$ cat src/rtl/wash_pkg.sv
// rtl/wash_pkg.sv - phase encoding and width helper shared by the wash sequencer
package wash_pkg;

  typedef enum logic [2:0] {
    PH_IDLE  = 3'd0,
    PH_FILL  = 3'd1,
    PH_WASH  = 3'd2,
    PH_DRAIN = 3'd3,
    PH_SPIN  = 3'd4,
    PH_RINSE = 3'd5,
    PH_DONE  = 3'd6
  } phase_e;

  function automatic int rw_width(input int rinse_max);
    return (rinse_max < 1) ? 1 : $clog2(rinse_max + 1);
  endfunction

endpackage

$ cat src/rtl/phase_timer.sv
// rtl/phase_timer.sv - loadable down-counter; expire flags the enabled step off remain==1
module phase_timer #(
  parameter int TIME_W = 8
) (
  input  logic              clk,
  input  logic              rst_n,
  input  logic              load,
  input  logic [TIME_W-1:0] load_val,
  input  logic              en,
  output logic [TIME_W-1:0] remain,
  output logic              expire
);

  logic [TIME_W-1:0] remain_q, remain_d;

  // load wins over the decrement so a phase change replaces the final step
  always_comb begin
    remain_d = remain_q;
    if (load) begin
      remain_d = load_val;
    end else if (en && (remain_q != '0)) begin
      remain_d = remain_q - TIME_W'(1);
    end
  end

  always_ff @(posedge clk or negedge rst_n) begin
    if (!rst_n) begin
      remain_q <= '0;
    end else begin
      remain_q <= remain_d;
    end
  end

  assign remain = remain_q;
  assign expire = en && (remain_q == TIME_W'(1));

endmodule

$ cat src/rtl/wash_sequencer.sv
// rtl/wash_sequencer.sv - wash program FSM: FILL/WASH/DRAIN/SPIN, rinse rounds, timed DONE beep
module wash_sequencer
  import wash_pkg::*;
#(
  parameter int TIME_W    = 8,
  parameter int RINSE_MAX = 3,
  parameter int T_FILL    = 4,
  parameter int T_WASH    = 9,
  parameter int T_RINSE   = 6,
  parameter int T_DRAIN   = 3,
  parameter int T_SPIN    = 5,
  parameter int BEEP_T    = 5,
  parameter int RW        = rw_width(RINSE_MAX)
) (
  input  logic              clk,
  input  logic              rst_n,
  input  logic              tick,
  input  logic              start,
  input  logic              lid_open,
  input  logic [1:0]        level,
  input  logic [RW-1:0]     rinse_cnt,
  output logic [2:0]        phase,
  output logic [TIME_W-1:0] remain,
  output logic [RW-1:0]     rinse_left,
  output logic              running,
  output logic              paused,
  output logic              hold,
  output logic              beep
);

  if (T_FILL < 1 || T_WASH < 1 || T_RINSE < 1 || T_DRAIN < 1 || T_SPIN < 1 || BEEP_T < 1) begin : g_bad_time
    $error("wash_sequencer: every phase duration must be at least one tick");
  end
  if (T_FILL * 4 > (2 ** TIME_W) - 1) begin : g_fill_overflow
    $error("wash_sequencer: T_FILL*(level+1) does not fit in TIME_W bits");
  end

  phase_e            phase_q, phase_d;
  logic [RW-1:0]     rinse_left_q, rinse_left_d;
  logic [1:0]        level_s_q, level_s_d;
  logic              in_rinse_q, in_rinse_d;
  logic              paused_q, paused_d;
  logic              hold_q, hold_d;
  logic              beep_q, beep_d;

  logic              t_load, t_en, t_expire;
  logic [TIME_W-1:0] t_val, t_remain;

  function automatic logic [TIME_W-1:0] fill_time(input logic [1:0] lv);
    return TIME_W'(T_FILL) * (TIME_W'(lv) + TIME_W'(1));
  endfunction

  function automatic logic is_running(input phase_e p);
    return p inside {PH_FILL, PH_WASH, PH_DRAIN, PH_SPIN, PH_RINSE};
  endfunction

  phase_timer #(.TIME_W(TIME_W)) u_timer (
    .clk      (clk),
    .rst_n    (rst_n),
    .load     (t_load),
    .load_val (t_val),
    .en       (t_en),
    .remain   (t_remain),
    .expire   (t_expire)
  );

  always_comb begin
    phase_d      = phase_q;
    rinse_left_d = rinse_left_q;
    level_s_d    = level_s_q;
    in_rinse_d   = in_rinse_q;
    paused_d     = paused_q;
    beep_d       = beep_q;
    t_load       = 1'b0;
    t_val        = '0;
    t_en         = 1'b0;

    case (phase_q)
      PH_IDLE: begin
        if (start && !lid_open) begin
          phase_d      = PH_FILL;
          t_load       = 1'b1;
          t_val        = fill_time(level);
          level_s_d    = level;
          in_rinse_d   = 1'b0;
          rinse_left_d = (int'(rinse_cnt) > RINSE_MAX) ? RW'(RINSE_MAX) : rinse_cnt;
        end
      end
      PH_DONE: begin
        if (start) begin
          phase_d      = PH_IDLE;
          t_load       = 1'b1;
          rinse_left_d = '0;
          level_s_d    = '0;
          in_rinse_d   = 1'b0;
          paused_d     = 1'b0;
          beep_d       = 1'b0;
        end else begin
          t_en = tick;
          if (t_expire) beep_d = 1'b0;
        end
      end
      default: begin
        // a start pulse in a running phase only toggles pause and swallows any tick
        if (start) begin
          paused_d = !paused_q;
        end else begin
          t_en = tick && !paused_q && !lid_open;
          if (t_expire) begin
            t_load = 1'b1;
            case (phase_q)
              PH_FILL: begin
                phase_d = in_rinse_q ? PH_RINSE : PH_WASH;
                t_val   = in_rinse_q ? TIME_W'(T_RINSE) : TIME_W'(T_WASH);
              end
              PH_WASH, PH_RINSE: begin
                phase_d = PH_DRAIN;
                t_val   = TIME_W'(T_DRAIN);
              end
              PH_DRAIN: begin
                phase_d = PH_SPIN;
                t_val   = TIME_W'(T_SPIN);
              end
              default: begin
                if (rinse_left_q != '0) begin
                  phase_d      = PH_FILL;
                  t_val        = fill_time(level_s_q);
                  rinse_left_d = rinse_left_q - RW'(1);
                  in_rinse_d   = 1'b1;
                end else begin
                  phase_d = PH_DONE;
                  t_val   = TIME_W'(BEEP_T);
                  beep_d  = 1'b1;
                end
              end
            endcase
          end
        end
      end
    endcase

    hold_d = is_running(phase_d) && (paused_d || lid_open);
  end

  always_ff @(posedge clk or negedge rst_n) begin
    if (!rst_n) begin
      phase_q      <= PH_IDLE;
      rinse_left_q <= '0;
      level_s_q    <= '0;
      in_rinse_q   <= 1'b0;
      paused_q     <= 1'b0;
      hold_q       <= 1'b0;
      beep_q       <= 1'b0;
    end else begin
      phase_q      <= phase_d;
      rinse_left_q <= rinse_left_d;
      level_s_q    <= level_s_d;
      in_rinse_q   <= in_rinse_d;
      paused_q     <= paused_d;
      hold_q       <= hold_d;
      beep_q       <= beep_d;
    end
  end

  assign phase      = phase_q;
  assign remain     = t_remain;
  assign rinse_left = rinse_left_q;
  assign running    = is_running(phase_q);
  assign paused     = paused_q;
  assign hold       = hold_q;
  assign beep       = beep_q;

endmodule
$ cat config.mk
export PLATFORM = sky130hd
export DESIGN_NAME = wash_sequencer
export DESIGN_NICKNAME = d
export VERILOG_FILES = /design/src/rtl/wash_pkg.sv /design/src/rtl/phase_timer.sv /design/src/rtl/wash_sequencer.sv
export SDC_FILE = /design/constraint.sdc
export NUM_CORES = 1
export LEC_CHECK = 0
export ABC_CLOCK_PERIOD_IN_PS = 3700
export CORE_UTILIZATION = 56
export DETAILED_ROUTE_END_ITERATION = 16
export GPL_ROUTABILITY_DRIVEN = 0
export HOLD_SLACK_MARGIN = 0.03
export PLACE_DENSITY_LB_ADDON = 0.12
export SYNTH_ARGS = -nofsm -noshare
export SYNTH_HDL_FRONTEND = slang
export SYNTH_SLANG_ARGS = --single-unit
export TNS_END_PERCENT = 10
$ cat constraint.sdc
create_clock -name clk -period 3.7 [get_ports clk]
set_input_delay 0.74 -clock clk [delete_from_list [all_inputs] [get_ports clk]]
set_output_delay 0.74 -clock clk [all_outputs]
set_load 0.1 [all_outputs]
==> flow_summary.ini, run 1 <==
[hold_path]
hp-class = reg2reg
min_path_cells = 2

[synthesis]
synth_cells = 163
synth-seq-cells = 19
synth_seq_area_share_pct = 32.90
synth-edff-count = 0
netlist_area_sq_mm = 0.001445
yosys_most_used_dff = dfrtp_1
yosysWarnings = 0
ys_types = 45
async_flop_share_pct = 100.0
synthesis.nets = 179
avgSynthCellArea_sq_um = 8.866

[sta]
drv_slew = 0
rsz0062_at_grt = no
max_slew_margin_pct = 34.90
setup_violations = 0
max_freq_ghz = 0.3522
tns_ns = 0
layout_min_cycle_time_ns = 2.840
worstMarginPinSlew_ns = 0.9734
fin_crit_sh_pct = 76.75
holdWs_ns = 0.5169
clock_skew_ns = 0.002452
hold_viol_final = 0

[finish]
fillCellCount = 206
fin_nets = 203
area_growth_pct = 15.24
antenna_cells = 0
final_layout_size_suffix_gt1_share_pct = 8.602

[worst_setup_path]
cp-start-kind = primary input
cp_num_buf_inv = 3
critical_path_cell_count = 8
path_cells = clkdlybuf4s50_1 -> inv_1 -> nand3_1 -> a21oi_1 -> buf_4 -> o32ai_1 -> nor3b_1 -> a221o_1
end_kind = flip-flop
crit_required_ns = 3.89
criticalPathCategory = in2reg
cp_slowest_cell = clkdlybuf4s50_1
crit_fanout = 10
max_stage_delay_ns = 0.65
reg2reg_depth = 7
critPathTopFamily = buffers and inverters
cp.arrival_ns = 3.03

[die]
rows = 18
die_y_um = 52.80
ios = 26
core_area_sq_mm = 0.002455
initial_utilization_pct = 58.87
fp.dieArea_sq_mm = 0.002788
die_w_um = 52.80

[clock_network]
cts_root_buffer = clkbuf_4
cts_tree = done
postCtsHoldBufs = 0
cts_post_setup_buffers_inserted = 0
cts-htree-levels = 1
insertion_delay_ns = 0.30
cts_sinks = 19
clk_pin_slew_ns = 0.10
cts_buffers = 3
post_cts_resized = 0
cts_buffer_depth = 2

[power_and_ir_drop]
powerDensity_mw_per_mm2 = 892.4
p_leak_nw = 0.7476
peakVddDrop_uv = 927.4

[placed_design]
dp_hpwl_um = 2575
port_buffers = 25

[drt]
viasPerCell = 6.292
drt_iter0_markers = 80
routedWlPerCell_um = 16.07
routed_wl_um = 3472
drtPass1Iterations = 5
num_vias = 1359
drc = 0
final_antenna_net_count = 0

[grt]
grt_overflow_total = 0
grt_pass1_wl_um = 5444
grt_start_max_net_pins = 23
antenna_found_initial = 0
grt_pass1_vias = 1191
grt_usage_pct = 27.36

[run_status]
outcome = complete, no violations

[run]
maxCapViolCount = 0
[final cells by class]
cell class,instances,area (sq um),area share [%]
well taps,30,37.54,2.254
clock buffers,4,26.28,1.578
multi-input cells,127,840.8,50.49
inverters,10,37.54,2.254
flip-flops and latches,19,475.5,28.55
repair buffers,26,247.7,14.88
[Yosys cell counts, drive strengths merged, types with 2 or more instances]
cell,number,share of area (%)
nand2,15,3.9
nand2b,2,0.87
nand4b,2,1.2
a21oi,10,3.7
inv,10,2.6
o21bai,2,1.8
a221o,2,1.4
a221oi,2,1.2
nand3,6,2.1
nor2b,3,1.3
o21ai,13,4.5
dfrtp,19,33
a22oi,3,1.6
ha,7,6.1
and2,2,0.87
nor3,9,3.1
buf,2,1.6
nor2,14,3.6
nor4,3,1.3
a21o,4,2.2
clkbuf,5,4.8
and3b,2,1.2
o21a,2,1.0
xor2,6,3.6
a32o,2,1.5
[flip-flops by register name, indices dropped and copies added, names as in the netlist]
register and count:
rinse_left 2, level_s_q 2, u_timer.remain 8, hold 1, phase 3, beep 1, paused 1, in_rinse_q 1
[final timing paths]
| check | start | to | slack [ns] |
|---|---|---|---|
| worst max-delay path | start | rinse_left[0] | 0.86 |
| worst min-delay path | beep | beep | 0.52 |
| worst max register to register | phase[1] | rinse_left[0] | 1.10 |
| worst min register to register | beep | beep | 0.52 |
| max in group asynchronous | rst_n | u_timer.remain[6] | 2.26 |
| min in group asynchronous | rst_n | paused | 0.91 |
[worst reg2reg max path: stages (launching register included)]
cell      delay [ns]
dfrtp_1         0.77
xor2_1          0.25
o21bai_4        0.19
a21oi_1         0.11
buf_4           0.18
o32ai_1         0.59
nor3b_1         0.11
a221o_1         0.29
[metal layers]
layer | global-route usage [%] | share of wire [%] | vias to the layer above
met4 | 10.53 | 2.1 | 0
met5 | 0 | 0 | -
met3 | 3.188 | 7.3 | 11
met1 | 39.03 | 44 | 632
met2 | 41.77 | 47 | 77
li1 | - | - | 639
[per-stage QoR]
step / total power, mW / util, % / worst slack (ns) / std cells / instance area (sq um)
CTS: 1.484 / 67.84 / 0.9102 / 216 / 1665
floorplan: 1.166 / - / 0.3031 / 163 / 1445
detailed placement: 1.375 / 66.77 / 0.5950 / 212 / 1639
finish: 1.486 / 67.84 / 0.8603 / 216 / 1665
global placement: 1.354 / 66.77 / 0.6591 / 212 / 1639
global route: 1.565 / 67.84 / 0.7541 / 216 / 1665
[cell families after synthesis]
| kind of cell | after synthesis | synth area share (%) |
|---|---|---|
| buffers and inverters | 17 | 8.918 |
| multiplexers | 2 | 1.472 |
| AO/OA/AOI/OAI | 48 | 23.72 |
| XOR/XNOR | 7 | 4.243 |
| flip-flops | 19 | 32.90 |
| adder cells (fa/ha/maj) | 7 | 6.060 |
| AND/OR/NAND/NOR | 63 | 22.68 |
[power breakdown]
group          total, mW  internal, mW  switching (mW)
clock network      0.105        0.0421          0.0634
logic              0.997         0.273           0.724
registers          0.384         0.279           0.105
total               1.49         0.594           0.892
[placed cells by master, fill, tap and decap left out, types with 2 or more instances in the layout]
cell             instances
a21o_1                   3
and3b_1                  2
o21ai_0                 13
clkdlybuf4s50_1         21
nand2b_1                 2
nand3_1                  6
dfrtp_1                 19
buf_4                    5
nand2_1                 15
a221o_1                  2
nor2b_1                  3
a221oi_1                 2
ha_1                     7
nor3_1                   9
o21a_1                   2
nor2_1                  14
a21oi_1                  9
nand4b_1                 2
inv_1                   10
a22oi_1                  3
and2_1                   2
nor4_1                   3
xor2_1                   6
clkbuf_4                 3
Power figures use the tool's default switching activity.
==> inputs of run 2 (changes only) <==
- ABC_CLOCK_PERIOD_IN_PS: 3700 -> 2600
- CORE_UTILIZATION: 56 -> 47
- clock period: 3.7 -> 2.6 ns (I/O delays scaled with it)
==> run 2 against run 1 <==
  * Critical path depth down 1
  * Wire length is essentially flat
  * Combinational power up 45%
  * Critical path type unchanged
  * Design area grew 6.6%
  * Highest routed layer unchanged
  * Power grew 43%
  * Register-to-register slack got worse by 0.70 ns
  * First-iteration DRC count is 5.0% lower
  * Non-clock buffer count rose by 16
==> flow_summary.ini, run 2 (synthesis gave the netlist of run 1 again) <==
[grt]
grt_overflow_total = 0
grt_usage_pct = 22.65
antenna_found_initial = 0
grt_pass1_wl_um = 5713
grt_start_max_net_pins = 21
grt_pass1_vias = 1216

[finish]
area_growth_pct = 22.86
fin_util_pct = 62.76
antenna_cells = 0
stdcell_area_sq_mm = 0.001775
fin_cells = 233
fin_nets = 219
largest_register_ffs = 8
final_layout_size_suffix_gt1_share_pct = 23.27
final_cell_mix = 33 x buf_4, 19 x dfrtp_1, 15 x nand2_1
layout_commonest_cell = buf_4

[sta]
hold_viol_final = 0
max_slew_margin_pct = 60.05
worstMarginPinSlew_ns = 0.5947
max_freq_ghz = 0.4244
layout_setup_ws_ns = 0.2440
holdWs_ns = 0.5261
drv_slew = 0
clock_skew_ns = 0.004484
tns_ns = 0
layout_min_cycle_time_ns = 2.356
setup_violations = 0
fin_crit_sh_pct = 90.62
rsz0062_at_grt = no

[clock_network]
cts_post_setup_buffers_inserted = 0
cts-htree-levels = 1
cts_buffers = 3
cts_buffer_depth = 2
postCtsHoldBufs = 0
cts_sinks = 19
insertion_delay_ns = 0.31
cts_tree = done
post_cts_resized = 0
clk_pin_slew_ns = 0.12
cts_root_buffer = clkbuf_4

[drt]
drc = 0
drt_iter0_markers = 76
routedWlPerCell_um = 14.91
num_vias = 1369
final_antenna_net_count = 0
drtPass1Iterations = 4
viasPerCell = 5.876
routed_wl_um = 3475

[power_and_ir_drop]
p_leak_nw = 0.8527
totalPowerFinal_mw = 2.125
peakVddDrop_uv = 1063
powerDensity_mw_per_mm2 = 1197

[worst_setup_path]
critPathTopFamily = compound AO/OA/AOI/OAI gates
crit_required_ns = 2.81
crit_fanout = 3
end_kind = flip-flop
cp_num_buf_inv = 1
path_cells = clkdlybuf4s50_1 -> or4b_4 -> o21bai_4 -> a21oi_1 -> mux2_2 -> o21a_1 -> o31a_1
cp.arrival_ns = 2.57
criticalPathCategory = in2reg
max_stage_delay_ns = 0.48
cp_slowest_cell = clkdlybuf4s50_1
cp-start-kind = primary input
rrSetupSlack_ns = 0.40

[die]
die_y_um = 57.45
ios = 26
initial_utilization_pct = 51.08
die_w_um = 57.45
core_area_sq_mm = 0.002829
rows = 19
fp.dieArea_sq_mm = 0.003301

[hold_path]
hp-class = in2async

[placed_design]
port_buffers = 25
dp_hpwl_um = 2620
dpl_cell_area_sq_mm = 0.001748
place_ws_ns = -0.09851
dp_cells = 229

[run]
maxCapViolCount = 0

[run_status]
outcome = complete, no violations
==> run 2: per-layer routing <==
metal / wire (um) / global-route usage [%] / part of all wire [%]
met1: 1643 / 33.29 / 47
met2: 1587 / 34.22 / 46
met3: 213 / 3.855 / 6.1
met4: 30 / 6.272 / 0.86
met5: 0 / 0 / 0
==> run 2: power breakdown <==
group	switching (mW)	internal, mW	leakage (nW)
clock	0.105	0.0575	0.0177
combinational	1.05	0.397	0.608
sequential	0.116	0.397	0.227
==> run 2: cell type report <==
type | instances | area (sq um)
clock buffer | 3 | 22.52
clock inverter | 1 | 5.005
fill | 251 | 1054
inverter | 10 | 37.54
multi-input combinational | 127 | 848.3
sequential | 19 | 475.5
tap | 31 | 38.79
timing repair buffer | 42 | 347.8
==> run 2: final timing paths <==
kind / start / end / depth (start not counted)
max in group asynchronous: rst_n / u_timer.remain[3] / 2
worst max register to register: paused / hold / 6
worst max-delay path: tick / hold / 7
min in group clk: beep / beep / 2
worst min-delay path: rst_n / beep / 2
worst min register to register: beep / beep / 2
==> run 2: worst register-to-register path, stage by stage (launching register included) <==
cell and delay [ns]:
dfrtp_1 0.44, or4b_4 0.55, o21bai_4 0.19, a21oi_1 0.19, mux2_2 0.37, o21a_1 0.12, o31a_1 0.23
==> inputs of run 3 (changes only) <==
- RECOVER_POWER: unset -> 100
==> run 3 against run 2 <==
  * Power decreased by 4.5%
  * Fmax shrank 1.8%
  * Clock power about the same
  * Worst setup slack worse by 0.043 ns
  * Global-route usage did not move
  * Clock skew is 0.0033 ns lower
  * First-iteration DRC count shrank 5.3%
  * Sequential power hardly changed
  * Non-clock buffer count unchanged
  * Via count is 0.22% higher
  * Critical path type unchanged
  * Largest cell class unchanged
  * Highest routed layer unchanged
==> flow_summary.ini, run 3 (synthesis gave the netlist of run 1 again) <==
[drt]
routed_wl_um = 3514
num_vias = 1372
drtPass1Iterations = 4
drc = 0
final_antenna_net_count = 0
drt_iter0_markers = 72
routedWlPerCell_um = 15.08
viasPerCell = 5.888

[grt]
grtUsageMet1_pct = 33.29
grt_pass1_wl_um = 5713
grt_overflow_total = 0
grt.busiest_layer = met2
grt_pass1_vias = 1216
grt_start_max_net_pins = 21
antenna_found_initial = 0
grt_usage_pct = 22.65
grt_use_met2_pct = 34.22
met3_usage_pct = 3.855

[run_status]
outcome = complete, no violations

[finish]
multiInputGateArea_sq_um = 832.0
stdcell_area_sq_mm = 0.001684
final_cell_mix = 19 x dfrtp_1, 18 x clkbuf_1, 15 x nand2_1
layout_commonest_cell = dfrtp_1
fin_cells = 233
seqCellArea_sq_um = 475.5
area_growth_pct = 16.54
largest_register_ffs = 8
fin_nets = 219
fin_util_pct = 59.53
fillCellCount = 275
final_layout_size_suffix_gt1_share_pct = 12.38
antenna_cells = 0

[sta]
clock_skew_ns = 0.001213
max_freq_ghz = 0.4169
setup_violations = 0
max_slew_margin_pct = 21.18
drv_slew = 0
layout_min_cycle_time_ns = 2.399
rsz0062_at_grt = no
fin_crit_sh_pct = 92.26
hold_viol_final = 0
worstMarginPinSlew_ns = 1.187

[placed_design]
dp_cells = 229
port_buffers = 25
dpl_cell_area_sq_mm = 0.001748
dp_hpwl_um = 2620

[die]
initial_utilization_pct = 51.08
rows = 19
core_area_sq_mm = 0.002829
die_y_um = 57.45
fp.dieArea_sq_mm = 0.003301
ios = 26
die_w_um = 57.45

[worst_setup_path]
cp_slowest_cell = or4b_1
r2r-end = rinse_left[0]
critical_path_cell_count = 7
crit_required_ns = 2.81
endpoint = hold
end_kind = flip-flop
crit_fanout = 3
criticalPathCategory = in2reg
path_cells = clkdlybuf4s50_1 -> or4b_1 -> o21bai_1 -> a21oi_1 -> mux2_1 -> o21a_1 -> o31a_1
cp_num_buf_inv = 1
rrSetupSlack_ns = 0.30
cp-start-kind = primary input
reg2reg_depth = 7
cp.arrival_ns = 2.61
startpoint = lid_open
r2r-start = phase[0]
max_stage_delay_ns = 0.53
critPathTopFamily = compound AO/OA/AOI/OAI gates

[power_and_ir_drop]
powerDensity_mw_per_mm2 = 1204
p_sw_share_pct = 62.50
power.switching_mw = 1.268
pwr-share-comb_pct = 66.8
peakVddDrop_uv = 1005
p_leak_nw = 0.7745
intPower_uw = 760.6
seqPwrFrac_pct = 25.3
clkPwrFrac_pct = 7.9

[clock_network]
cts_tree = done
cts_buffers = 3
cts-htree-levels = 1
post_cts_resized = 0
cts_buffer_depth = 2
clk_pin_slew_ns = 0.12
cts_sinks = 19
postCtsHoldBufs = 0
cts_root_buffer = clkbuf_4
insertion_delay_ns = 0.31
cts_post_setup_buffers_inserted = 0

[run]
maxCapViolCount = 0

[hold_path]
hp-class = reg2reg
[run 3: cell types whose count changed in the layout (fill, tap and decap cells not counted)]
cell / delta
a32o_1: +1
a32o_2: -1
buf_4: -23
clkbuf_1: +18
clkbuf_2: +3
clkbuf_4: +2
clkdlybuf4s50_1: -1
dlygate4sd3_1: +1
mux2_1: +1
mux2_2: -1
o21bai_1: +1
o21bai_4: -1
or4b_1: +1
or4b_4: -1
[run 3: worst min path at each step]
stage,slack [ns],cells past startpoint,startpoint,endpoint
floorplan,0.22,0,rst_n,beep
global placement,0.48,2,beep,beep
detailed placement,0.50,2,beep,beep
CTS,0.54,2,rst_n,beep
global route,0.55,2,beep,beep
finish,0.52,2,beep,beep
[run 3: per-stage QoR]
stage                     hold WS, ns  total power, mW  setup WS (ns)  setup TNS (ns)
after floorplan                0.2244            1.666       -0.05383        -0.07261
after global placement         0.4804            1.953       -0.07008         -0.1300
after detailed placement       0.5045            1.966       -0.09851         -0.2289
after CTS                      0.5352            2.128         0.2433               0
after global routing           0.5481            2.144         0.1328               0
final                          0.5227            2.028         0.2013               0
[run 3: layout make-up]
type	count	area share (%)
multi-input combinational	127	49.41
inverter	10	2.229
clock inverter	1	0.2972
timing repair buffer	42	16.20
sequential	19	28.23
tap	31	2.303
clock buffer	3	1.337
[run 3: routing by layer]
metal | share of wire, % | vias to the layer above
met4 | 1.2 | 0
li1 | - | 669
met5 | 0 | -
met2 | 46 | 51
met3 | 5.4 | 6
met1 | 47 | 646
[run 3: power by group through the flow]
stage	clock [mW]	sequential, mW	combinational (mW)
final	0.161	0.512	1.36
after detailed placement	0	0.518	1.45
after floorplan	0	1.15	0.516
after global routing	0.179	0.529	1.44
after CTS	0.164	0.512	1.45
after global placement	0	0.513	1.44
[run 3: worst register-to-register path: cells and delay by family, from the launching register on]
family	cells	cell delay, ns
and+or+nand+nor	1	0.10
buffers and inverters	2	0.42
DFF	1	0.46
AOI/OAI and AO/OA	4	1.22
